<file path="src/rtl/mp_add_seq.sv">
// rtl/mp_add_seq.sv - multi-precision sequential adder driving one fan slice per cycle

// fan: N_BITS-wide ripple-carry adder slice
module fan #(
    parameter int N_BITS = 4
) (
    input  logic [N_BITS-1:0] a,
    input  logic [N_BITS-1:0] b,
    input  logic              cin,
    output logic [N_BITS-1:0] sum,
    output logic              cout
);

    logic [N_BITS:0] w_carry;

    // Bit-serial carry chain through full adders
    always_comb begin
        w_carry    = '0;
        sum        = '0;
        w_carry[0] = cin;
        for (int i = 0; i < N_BITS; i++) begin
            sum[i]       = a[i] ^ b[i] ^ w_carry[i];
            w_carry[i+1] = (a[i] & b[i]) | (a[i] & w_carry[i]) | (b[i] & w_carry[i]);
        end
        cout = w_carry[N_BITS];
    end

endmodule

// mp_add_seq: accepts wide operands, adds them chunk by chunk, presents registered result
module mp_add_seq #(
    parameter  int N_BITS = 4,
    parameter  int WORDS  = 4,
    localparam int W      = N_BITS * WORDS
) (
    input  logic         clk,
    input  logic         rst,
    input  logic         in_valid,
    output logic         in_ready,
    input  logic [W-1:0] a,
    input  logic [W-1:0] b,
    input  logic         cin,
    output logic         out_valid,
    input  logic         out_ready,
    output logic [W-1:0] sum,
    output logic         cout,
    output logic         busy
);

    localparam int IDX_W = (WORDS > 1) ? $clog2(WORDS) : 1;
    localparam logic [IDX_W-1:0] LAST_IDX = IDX_W'(WORDS - 1);

    typedef enum logic [1:0] {
        S_IDLE = 2'd0,
        S_RUN  = 2'd1,
        S_DONE = 2'd2
    } state_t;

    state_t             r_state;
    state_t             w_next_state;
    logic [IDX_W-1:0]   r_idx;
    logic [W-1:0]       r_a;
    logic [W-1:0]       r_b;
    logic               r_carry;
    logic [W-1:0]       r_sum;
    logic               r_cout;

    logic [N_BITS-1:0]  w_a_chunk;
    logic [N_BITS-1:0]  w_b_chunk;
    logic [N_BITS-1:0]  w_chunk_sum;
    logic               w_chunk_cout;
    logic               w_last;

    assign w_a_chunk = r_a[r_idx*N_BITS +: N_BITS];
    assign w_b_chunk = r_b[r_idx*N_BITS +: N_BITS];
    assign w_last    = (r_idx == LAST_IDX);

    fan #(.N_BITS(N_BITS)) u_fan (
        .a    (w_a_chunk),
        .b    (w_b_chunk),
        .cin  (r_carry),
        .sum  (w_chunk_sum),
        .cout (w_chunk_cout)
    );

    // State register; reset abandons any operation in flight
    always_ff @(posedge clk) begin
        if (rst) begin
            r_state <= S_IDLE;
        end else begin
            r_state <= w_next_state;
        end
    end

    // Next-state decode: accept in IDLE, walk chunks in RUN, hold result in DONE
    always_comb begin
        w_next_state = r_state;
        case (r_state)
            S_IDLE:  if (in_valid)  w_next_state = S_RUN;
            S_RUN:   if (w_last)    w_next_state = S_DONE;
            S_DONE:  if (out_ready) w_next_state = S_IDLE;
            default:                w_next_state = S_IDLE;
        endcase
    end

    // Datapath: capture operands, then fold one chunk sum and carry per RUN cycle
    always_ff @(posedge clk) begin
        if (rst) begin
            r_idx   <= '0;
            r_a     <= '0;
            r_b     <= '0;
            r_carry <= 1'b0;
            r_sum   <= '0;
            r_cout  <= 1'b0;
        end else begin
            case (r_state)
                S_IDLE: begin
                    if (in_valid) begin
                        r_a     <= a;
                        r_b     <= b;
                        r_carry <= cin;
                        r_idx   <= '0;
                    end
                end
                S_RUN: begin
                    r_sum[r_idx*N_BITS +: N_BITS] <= w_chunk_sum;
                    r_carry                       <= w_chunk_cout;
                    if (w_last) begin
                        r_cout <= w_chunk_cout;
                    end else begin
                        r_idx <= r_idx + 1'b1;
                    end
                end
                default: begin
                end
            endcase
        end
    end

    // Handshake and status flags come from registered state only
    assign in_ready  = (r_state == S_IDLE) & ~rst;
    assign out_valid = (r_state == S_DONE);
    assign busy      = (r_state != S_IDLE);
    assign sum       = r_sum;
    assign cout      = r_cout;

endmodule

</file>
<file path="config.mk">
export PLATFORM = sky130hd
export DESIGN_NAME = mp_add_seq
export DESIGN_NICKNAME = d
export VERILOG_FILES = /design/src/rtl/mp_add_seq.sv
export SDC_FILE = /design/constraint.sdc
export NUM_CORES = 1
export LEC_CHECK = 0
export ABC_AREA = 1
export CAP_MARGIN = 0
export CORE_ASPECT_RATIO = 0.5
export CORE_MARGIN = 4
export CORE_UTILIZATION = 52
export CTS_BUF_LIST = sky130_fd_sc_hd__clkbuf_4
export DETAILED_ROUTE_END_ITERATION = 10
export PLACE_DENSITY = 0.83
export SLEW_MARGIN = 20
export SYNTH_ARGS = -nofsm -noshare
export SYNTH_HDL_FRONTEND = slang
export SYNTH_HIERARCHICAL = 1
export SYNTH_SLANG_ARGS = --single-unit
</file>
<file path="constraint.sdc">
create_clock -name clk -period 5.4 [get_ports clk]
set_input_delay 0.54 -clock clk [delete_from_list [all_inputs] [get_ports clk]]
set_output_delay 0.54 -clock clk [all_outputs]
set_load 0.005 [all_outputs]
</file>
# Word-level counts from Yosys, hierarchy flattened
# Index checks and enable logic that the tools add are counted.
dict set report totals {
  regBits 54
  word_cells 68
}
dict set report classes {
  n_eq_ne 7
  shifts 4
  reduce_logical 8
  muxes 10
  add_sub_neg 2
  bitwise 30
}
# operator n
set ops {}
lappend ops {{$neg 4->34} 1}
lappend ops {{$shift 4x34->16 const A} 1}
lappend ops {{$shiftx 4x34->16} 1}
lappend ops {{$shiftx 16x5->4} 2}
lappend ops {{$bwmux 16} 1}
lappend ops {{$and 1x1->1} 13}
lappend ops {{$mux 2} 5}
lappend ops {{$or 1x1->1} 8}
lappend ops {{$xor 1x1->1} 8}
lappend ops {{$ne 2x2->1 const B} 3}
lappend ops {{$pmux 2 s3} 1}
lappend ops {{$reduce_and 2->1} 3}
lappend ops {{$reduce_and 3->1} 2}
lappend ops {{$eq 2x2->1 const B} 2}
lappend ops {{$pmux 2 s2} 1}
lappend ops {{$reduce_bool 2->1} 2}
lappend ops {{$add 2x1->2 const B} 1}
lappend ops {{$eq 2x1->1 const B} 1}
lappend ops {{$logic_not 2->1} 1}
lappend ops {{$ne 2x1->1 const B} 1}
lappend ops {{$pmux 1 s2} 1}
lappend ops {{$mux 1} 1}
lappend ops {{$not 1->1} 1}

# Logic depth before layout (Yosys ltp)
dict set report logic_depth {
  ltp_word 14
  mapped_depth 17
  depth_no_buf 15
}

# Hierarchy
# Netlist, hierarchy kept.
# module n_inst seq_area_each_um2 area_per_inst_um2 cells_each
set modules_own_cells {}
lappend modules_own_cells {mp_add_seq 1 1081.0 2346.0 327}
lappend modules_own_cells {fan 1 0.0 117.6 14}

# Worst setup path after synthesis
# OpenSTA, ideal clock, no wires.
dict set report synth_path {
  path_kind {reg2reg}
  startpoint {register r_idx[0]}
  endpoint {register r_sum[15], in the netlist sum[15]}
  path_stages_with_launch 18
  n_path_buf 2
  setup_time_ns 0.070
  setup_slack_ns 2.535
  synth_period_minus_slack_ns 2.865
  arrival_time_ns 2.795
  t_required_ns 5.330
  path_cell_list {dfxtp_1 -> buf_4 -> inv_2 -> buf_2 -> o21ai_0 -> o22ai_1 -> inv_1 -> fa_1 -> inv_1 -> fa_1 -> fa_1 -> inv_1 -> fa_1 -> inv_1 -> inv_1 -> nor3_1 -> nand2_1 -> a21oi_1}
}
dict set report synth_via {
  elab_chain_len 13
  word_cells_on_any_way 29
}
# element line_no
set synth_lines {}
lappend synth_lines {{start, declared} 61} ;# logic [IDX_W-1:0] r_idx;
lappend synth_lines {{start signal, assigned} 131} ;# r_idx <= r_idx + 1'b1;
lappend synth_lines {{$shiftx 16x5->4 (*)} 74} ;# assign w_a_chunk = r_a[r_idx*N_BITS +: N_BITS];
lappend synth_lines {{net w_a_chunk[0]} 68} ;# logic [N_BITS-1:0] w_a_chunk;
lappend synth_lines {{$and 1x1->1} 23} ;# w_carry[i+1] = (a[i] & b[i]) | (a[i] & w_carry[i]) | (b[i] & w_carry[i]);
lappend synth_lines {{$or 1x1->1 (*) (2 in a row)} 23}
lappend synth_lines {{$and 1x1->1} 23}
lappend synth_lines {{$or 1x1->1} 23}
lappend synth_lines {{$or 1x1->1 (*)} 23}
lappend synth_lines {{$and 1x1->1} 23}
lappend synth_lines {{$or 1x1->1} 23}
lappend synth_lines {{$or 1x1->1 (*)} 23}
lappend synth_lines {{$xor 1x1->1 (*)} 22} ;# sum[i] = a[i] ^ b[i] ^ w_carry[i];
lappend synth_lines {{net w_chunk_sum[3]} 70} ;# logic [N_BITS-1:0] w_chunk_sum;
lappend synth_lines {{$shiftx 4x34->16 (*)} 126} ;# r_sum[r_idx*N_BITS +: N_BITS] <= w_chunk_sum;
lappend synth_lines {{$bwmux 16 (*)} 126}
lappend synth_lines {{end signal, assigned by index} 126}
lappend synth_lines {{end, declared} 65} ;# logic [W-1:0] r_sum;
# The timed path passes the listed nets; every way through them passes the cells marked *.
# A chain may end at the register's enable or synchronous reset.

# Worst setup path in the final report
dict set report layout_path {
  startpoint {register r_idx[0]}
  endpoint {register r_sum[7], in the netlist sum[7]}
}
# Same word-level chain as after synthesis.

==> results by stage <==
Placed design:
- The area of placed instances is about 3000 sq um.
- Routability-driven placement finished with a final weighted congestion of around 0.9.
- The count of buffers added on input and output ports is 56.
- The post-detailed-placement half-perimeter wirelength is a little over 4 mm.

Route:
- The initial detailed-routing violation count is between 60 and 70.
- The total DRC errors in the routed layout is 0.
- The via density per instance is 4.98.
- The final wirelength is roughly 5.4 mm.
- After detailed routing, the average wire length per cell comes to roughly 12 um.
- The number of antenna-violating nets in the routed design is 0.
- The count of vias placed by the detailed router is ~2300.
- The number of detailed-route iterations in the first pass is 5.

Clocking:
- At the later pin of the worst-skew pair, clock insertion delay measures ~0.37 ns.
- The tree is rooted in a sky130_fd_sc_hd__clkbuf_4.
- The number of H-tree branching levels is 2.
- Post-CTS timing repair inserted 0 buffers for setup.
- In this run, CTS created clock tree buffers numbering 5.
- The number of hold buffers added after CTS was 0.
- The clock transition at the register clock pins on the worst setup and hold paths after CTS is ~0.15 ns.
- Counting every sink on the clock net gives between 50 and 60.
- The clock tree from TritonCTS is done.
- The number of gates resized after CTS was 0.
- The maximum clock insertion buffer count is 2.

Worst setup path:
- The class of the most critical setup path is reg -> reg.
- Along the worst path, the maximum fanout reaches 25.
- The buffers plus inverters on the worst setup path is 6.
- The kind of end point of the critical path is a flop.
- STA classifies the critical path startpoint as a flop.
- The worst setup path startpoint is r_idx[0].
- In this design, the stage delay of the slowest critical-path cell is about 0.75 ns.
- The endpoint arrival time on the critical path is between 3 and 4 ns.
- Following the worst setup path forward leads to its endpoint at sum[7].
- The critical path goes through inv_2, o21ai_0, o22ai_1, inv_1, fa_1, inv_1, fa_1, fa_1, inv_1, fa_1, inv_1, inv_1, nor3_1, nand2_1, a21oi_1.
- In this run the critical register-to-register path is captured at sum[7].
- Across all register-to-register paths, the minimum setup slack is 1.77 ns.
- The depth of the most critical reg-to-reg path is 15.
- The most used cell along the critical path is sky130_fd_sc_hd__inv_1.
- The startpoint of the most critical register-to-register path is r_idx[0].
- The cell class contributing the biggest share of worst-path delay is adder cells.
- The data required time at the worst endpoint is approximately 5.7 ns.
- The slowest stage of the critical path is the sky130_fd_sc_hd__dfxtp_1 cell.
- The count of cell instances traversed by the critical path is 15.

Global route:
- The initial antenna violation count was 0.
- The total grt overflow is 0.
- The wire length of the first global-routing pass is 9.11 mm.
- The pin count of the biggest net entering global routing is 39.
- The number of global-route vias before repair is between 2000 and 2500.
- In the global route stage, overall resource usage came out at 0.184.

Timing:
- Of the available clock period, the critical path in the final layout requires 0.672.
- Derived from the worst setup path, the maximum achievable clock frequency is around 280 MHz.
- The clock period minus worst slack is 3.63 ns.
- The number of max-slew violations in the final report came to 0.
- Setup repair after global routing left no endpoint under its margin.
- The transition at the pin with the smallest max-transition slack is roughly 0.86 ns.
- Hold is met by between 0.4 and 0.5 ns.
- For the final database, setup skew stands at 0.00456 ns.
- Setup violations remaining at the end of the flow were counted as 0.
- The relative slew slack is 0.425.
- The total negative slack for setup checks is 0 ns.
- The count of endpoints failing hold in the final timing report was 0.

Synth:
- By area the synthesized netlist is led by sky130_fd_sc_hd__dfxtp_1 44%, sky130_fd_sc_hd__nor2_1 15%, sky130_fd_sc_hd__o21ai_0 10%.
- The synthesized design spends more area on one cell type than any other, namely sky130_fd_sc_hd__dfxtp_1.
- Counting every instance in the synthesized netlist gives approximately 340.
- The synthesized netlist occupies a cell area of between 2000 and 2500 sq um.
- After synthesis, the largest family of logic cells by area is simple AND/OR/NAND/NOR gates.
- After synthesis, the netlist uses 22 different library cells.
- The area fraction in compound gates after synthesis was 0.165.
- Of the synthesized area, sequential elements account for 0.439.
- Of the total synthesized cell area, the portion taken by full adders, half adders and majority gates is 0.0579.
- The proportion of netlist area held by the largest area contributor is 0.439.
- The total nets after synthesis is 387.
- In this run the mean area of a mapped cell was approximately 7.2 sq um.
- The synthesis warning total is 6.
- Of the total synthesized cell area, the portion taken by XOR and XNOR cells is 0.
- The total of flip-flops plus latches after synthesis is between 50 and 60.
- After synthesis, the share of cell area in mux cells is 0.
- The simple logic cell fraction of the synthesized area is 0.250.

Worst hold path:
- The class of the most critical hold timing path is reg -> reg.
- The worst hold path was traced through 2 stages.

Finish:
- The layout cell share with drive strength beyond 1 is 0.0413.
- From synthesis to final layout, the design area changed by 23.7%.
- The final instance area is 3050 sq um.
- For this run, the post-layout net count is 432.
- The number of antenna repair diodes is 0.
- The number of fill cells is a little under 400.

Floorplan:
- The floorplan has 17 rows.
- The overall die width is between 100 and 150 um.
- The floorplan step defined a die boundary enclosing 5970 sq um.
- For this configuration, the core starts out at a cell density of 0.549.
- The standard cell core area is 4490 sq um.
- The I/O pin count is 57.
- The die is 56.7 um tall.

Run:
- Across the run, the number of max-cap violations was 0.

Power and ir drop:
- Summed over all cells, the static leakage comes to about 0.0012 uW.
- Across the VDD grid, the largest voltage drop is between 0.0001 and 0.00015 V.
- The areal power density over the cells is roughly 270 nW/um^2.

Outcome:
- The run finished with clean final reports.
-- cells by family after synthesis --
| logic type | count (synthesis) |
|---|---|
| and+or+nand+nor | 153 |
| AOI/OAI and AO/OA | 79 |
| DFF | 54 |
| buffers and inverters | 46 |
| adders and majority gates | 9 |
-- cell usage after synthesis --
library cell,count
sky130_fd_sc_hd__nor2_1,97
sky130_fd_sc_hd__dfxtp_1,54
sky130_fd_sc_hd__o21ai_0,51
sky130_fd_sc_hd__nand2_1,37
sky130_fd_sc_hd__inv_1,26
sky130_fd_sc_hd__a21oi_1,19
sky130_fd_sc_hd__o22ai_1,8
sky130_fd_sc_hd__nand3_1,7
sky130_fd_sc_hd__buf_2,5
sky130_fd_sc_hd__clkbuf_1,5
sky130_fd_sc_hd__ha_1,5
sky130_fd_sc_hd__nor3_1,5
sky130_fd_sc_hd__buf_6,4
sky130_fd_sc_hd__fa_1,4
sky130_fd_sc_hd__nor2_2,4
sky130_fd_sc_hd__buf_4,2
sky130_fd_sc_hd__clkbuf_2,2
sky130_fd_sc_hd__inv_2,2
sky130_fd_sc_hd__nand2_4,1
sky130_fd_sc_hd__nand3_2,1
sky130_fd_sc_hd__o21ai_1,1
sky130_fd_sc_hd__or2_2,1
-- worst min-delay path by stage --
stage,from,slack (ns),to
after CTS,cout,0.48,cout
after floorplan,r_carry,0.44,r_carry
final,sum[5],0.47,sum[5]
after global placement,sum[4],0.45,sum[4]
after global routing,sum[8],0.50,sum[8]
after detailed placement,cout,0.46,cout
-- placed cells by master (no fill, tap or decap) --
master                            Yosys  layout
sky130_fd_sc_hd__inv_2                2       2
sky130_fd_sc_hd__o22ai_1              8       8
sky130_fd_sc_hd__clkinv_1             0       1
sky130_fd_sc_hd__inv_1               26      26
sky130_fd_sc_hd__clkbuf_4             0       5
sky130_fd_sc_hd__clkinvlp_4           0       1
sky130_fd_sc_hd__nor2_2               4       4
sky130_fd_sc_hd__a21oi_1             19      19
sky130_fd_sc_hd__clkdlybuf4s50_1      0      56
sky130_fd_sc_hd__nand3_1              7       7
sky130_fd_sc_hd__nand3_2              1       1
sky130_fd_sc_hd__ha_1                 5       5
sky130_fd_sc_hd__o21ai_0             51      51
sky130_fd_sc_hd__nor2_1              97      97
sky130_fd_sc_hd__clkinv_2             0       1
sky130_fd_sc_hd__o21ai_1              1       1
sky130_fd_sc_hd__fa_1                 4       4
sky130_fd_sc_hd__nand2_4              1       1
sky130_fd_sc_hd__nand2_1             37      37
sky130_fd_sc_hd__or2_2                1       1
sky130_fd_sc_hd__dfxtp_1             54      54
sky130_fd_sc_hd__nor3_1               5       5
-- stage by stage --
| stage | setup slack [ns] | cells | utilization | power (uW) |
|---|---|---|---|---|
| floorplan | 2.53 | 341 | - | 597 |
| global placement | 2.04 | 445 | 0.667 | 653 |
| detailed placement | 1.84 | 445 | 0.667 | 665 |
| CTS | 1.80 | 453 | 0.679 | 832 |
| global route | 1.53 | 453 | 0.679 | 879 |
| finish | 1.77 | 453 | 0.679 | 831 |
-- flip-flops by register name, indices dropped and copies added (netlist names) --
register	count
r_b	16
r_a	16
r_idx	2
r_state	2
cout	1
r_carry	1
sum	16
-- worst reg2reg max path: stages, from the launching register on --
cell	delay, ns
sky130_fd_sc_hd__dfxtp_1	0.75
sky130_fd_sc_hd__inv_2	0.33
sky130_fd_sc_hd__o21ai_0	0.25
sky130_fd_sc_hd__o22ai_1	0.09
sky130_fd_sc_hd__inv_1	0.08
sky130_fd_sc_hd__fa_1	0.18
sky130_fd_sc_hd__inv_1	0.05
sky130_fd_sc_hd__fa_1	0.38
sky130_fd_sc_hd__fa_1	0.37
sky130_fd_sc_hd__inv_1	0.08
sky130_fd_sc_hd__fa_1	0.40
sky130_fd_sc_hd__inv_1	0.10
sky130_fd_sc_hd__inv_1	0.07
sky130_fd_sc_hd__nor3_1	0.22
sky130_fd_sc_hd__nand2_1	0.08
sky130_fd_sc_hd__a21oi_1	0.13
-- report_power, final --
group          switching (uW)  leakage, uW  internal (uW)  total, uW
sequential               22.4     0.000444            426        448
clock                     123    0.0000286           48.7        172
combinational             122     0.000746           88.5        211
-- layout make-up --
class,instances,area [sq um],share of cell area
timing repair buffer,56,561,0.184
inverter,28,105,0.0345
clock inverter,3,16.3,0.00534
multi-input combinational,241,1160,0.382
clock buffer,5,37.5,0.0123
tap,66,82.6,0.0271
sequential,54,1080,0.355
-- layer usage --
metal  vias to the layer above  share of wire  track usage  wire length (um)
li1                       1178              -            -                 -
met4                         0         0.0090       0.0449                49
met5                         -              0            0                 0
met3                        10          0.051       0.0356               278
met1                      1010           0.49        0.237              2650
met2                        57           0.45        0.320              2470
Note: power is estimated with default switching activity, not from simulation.
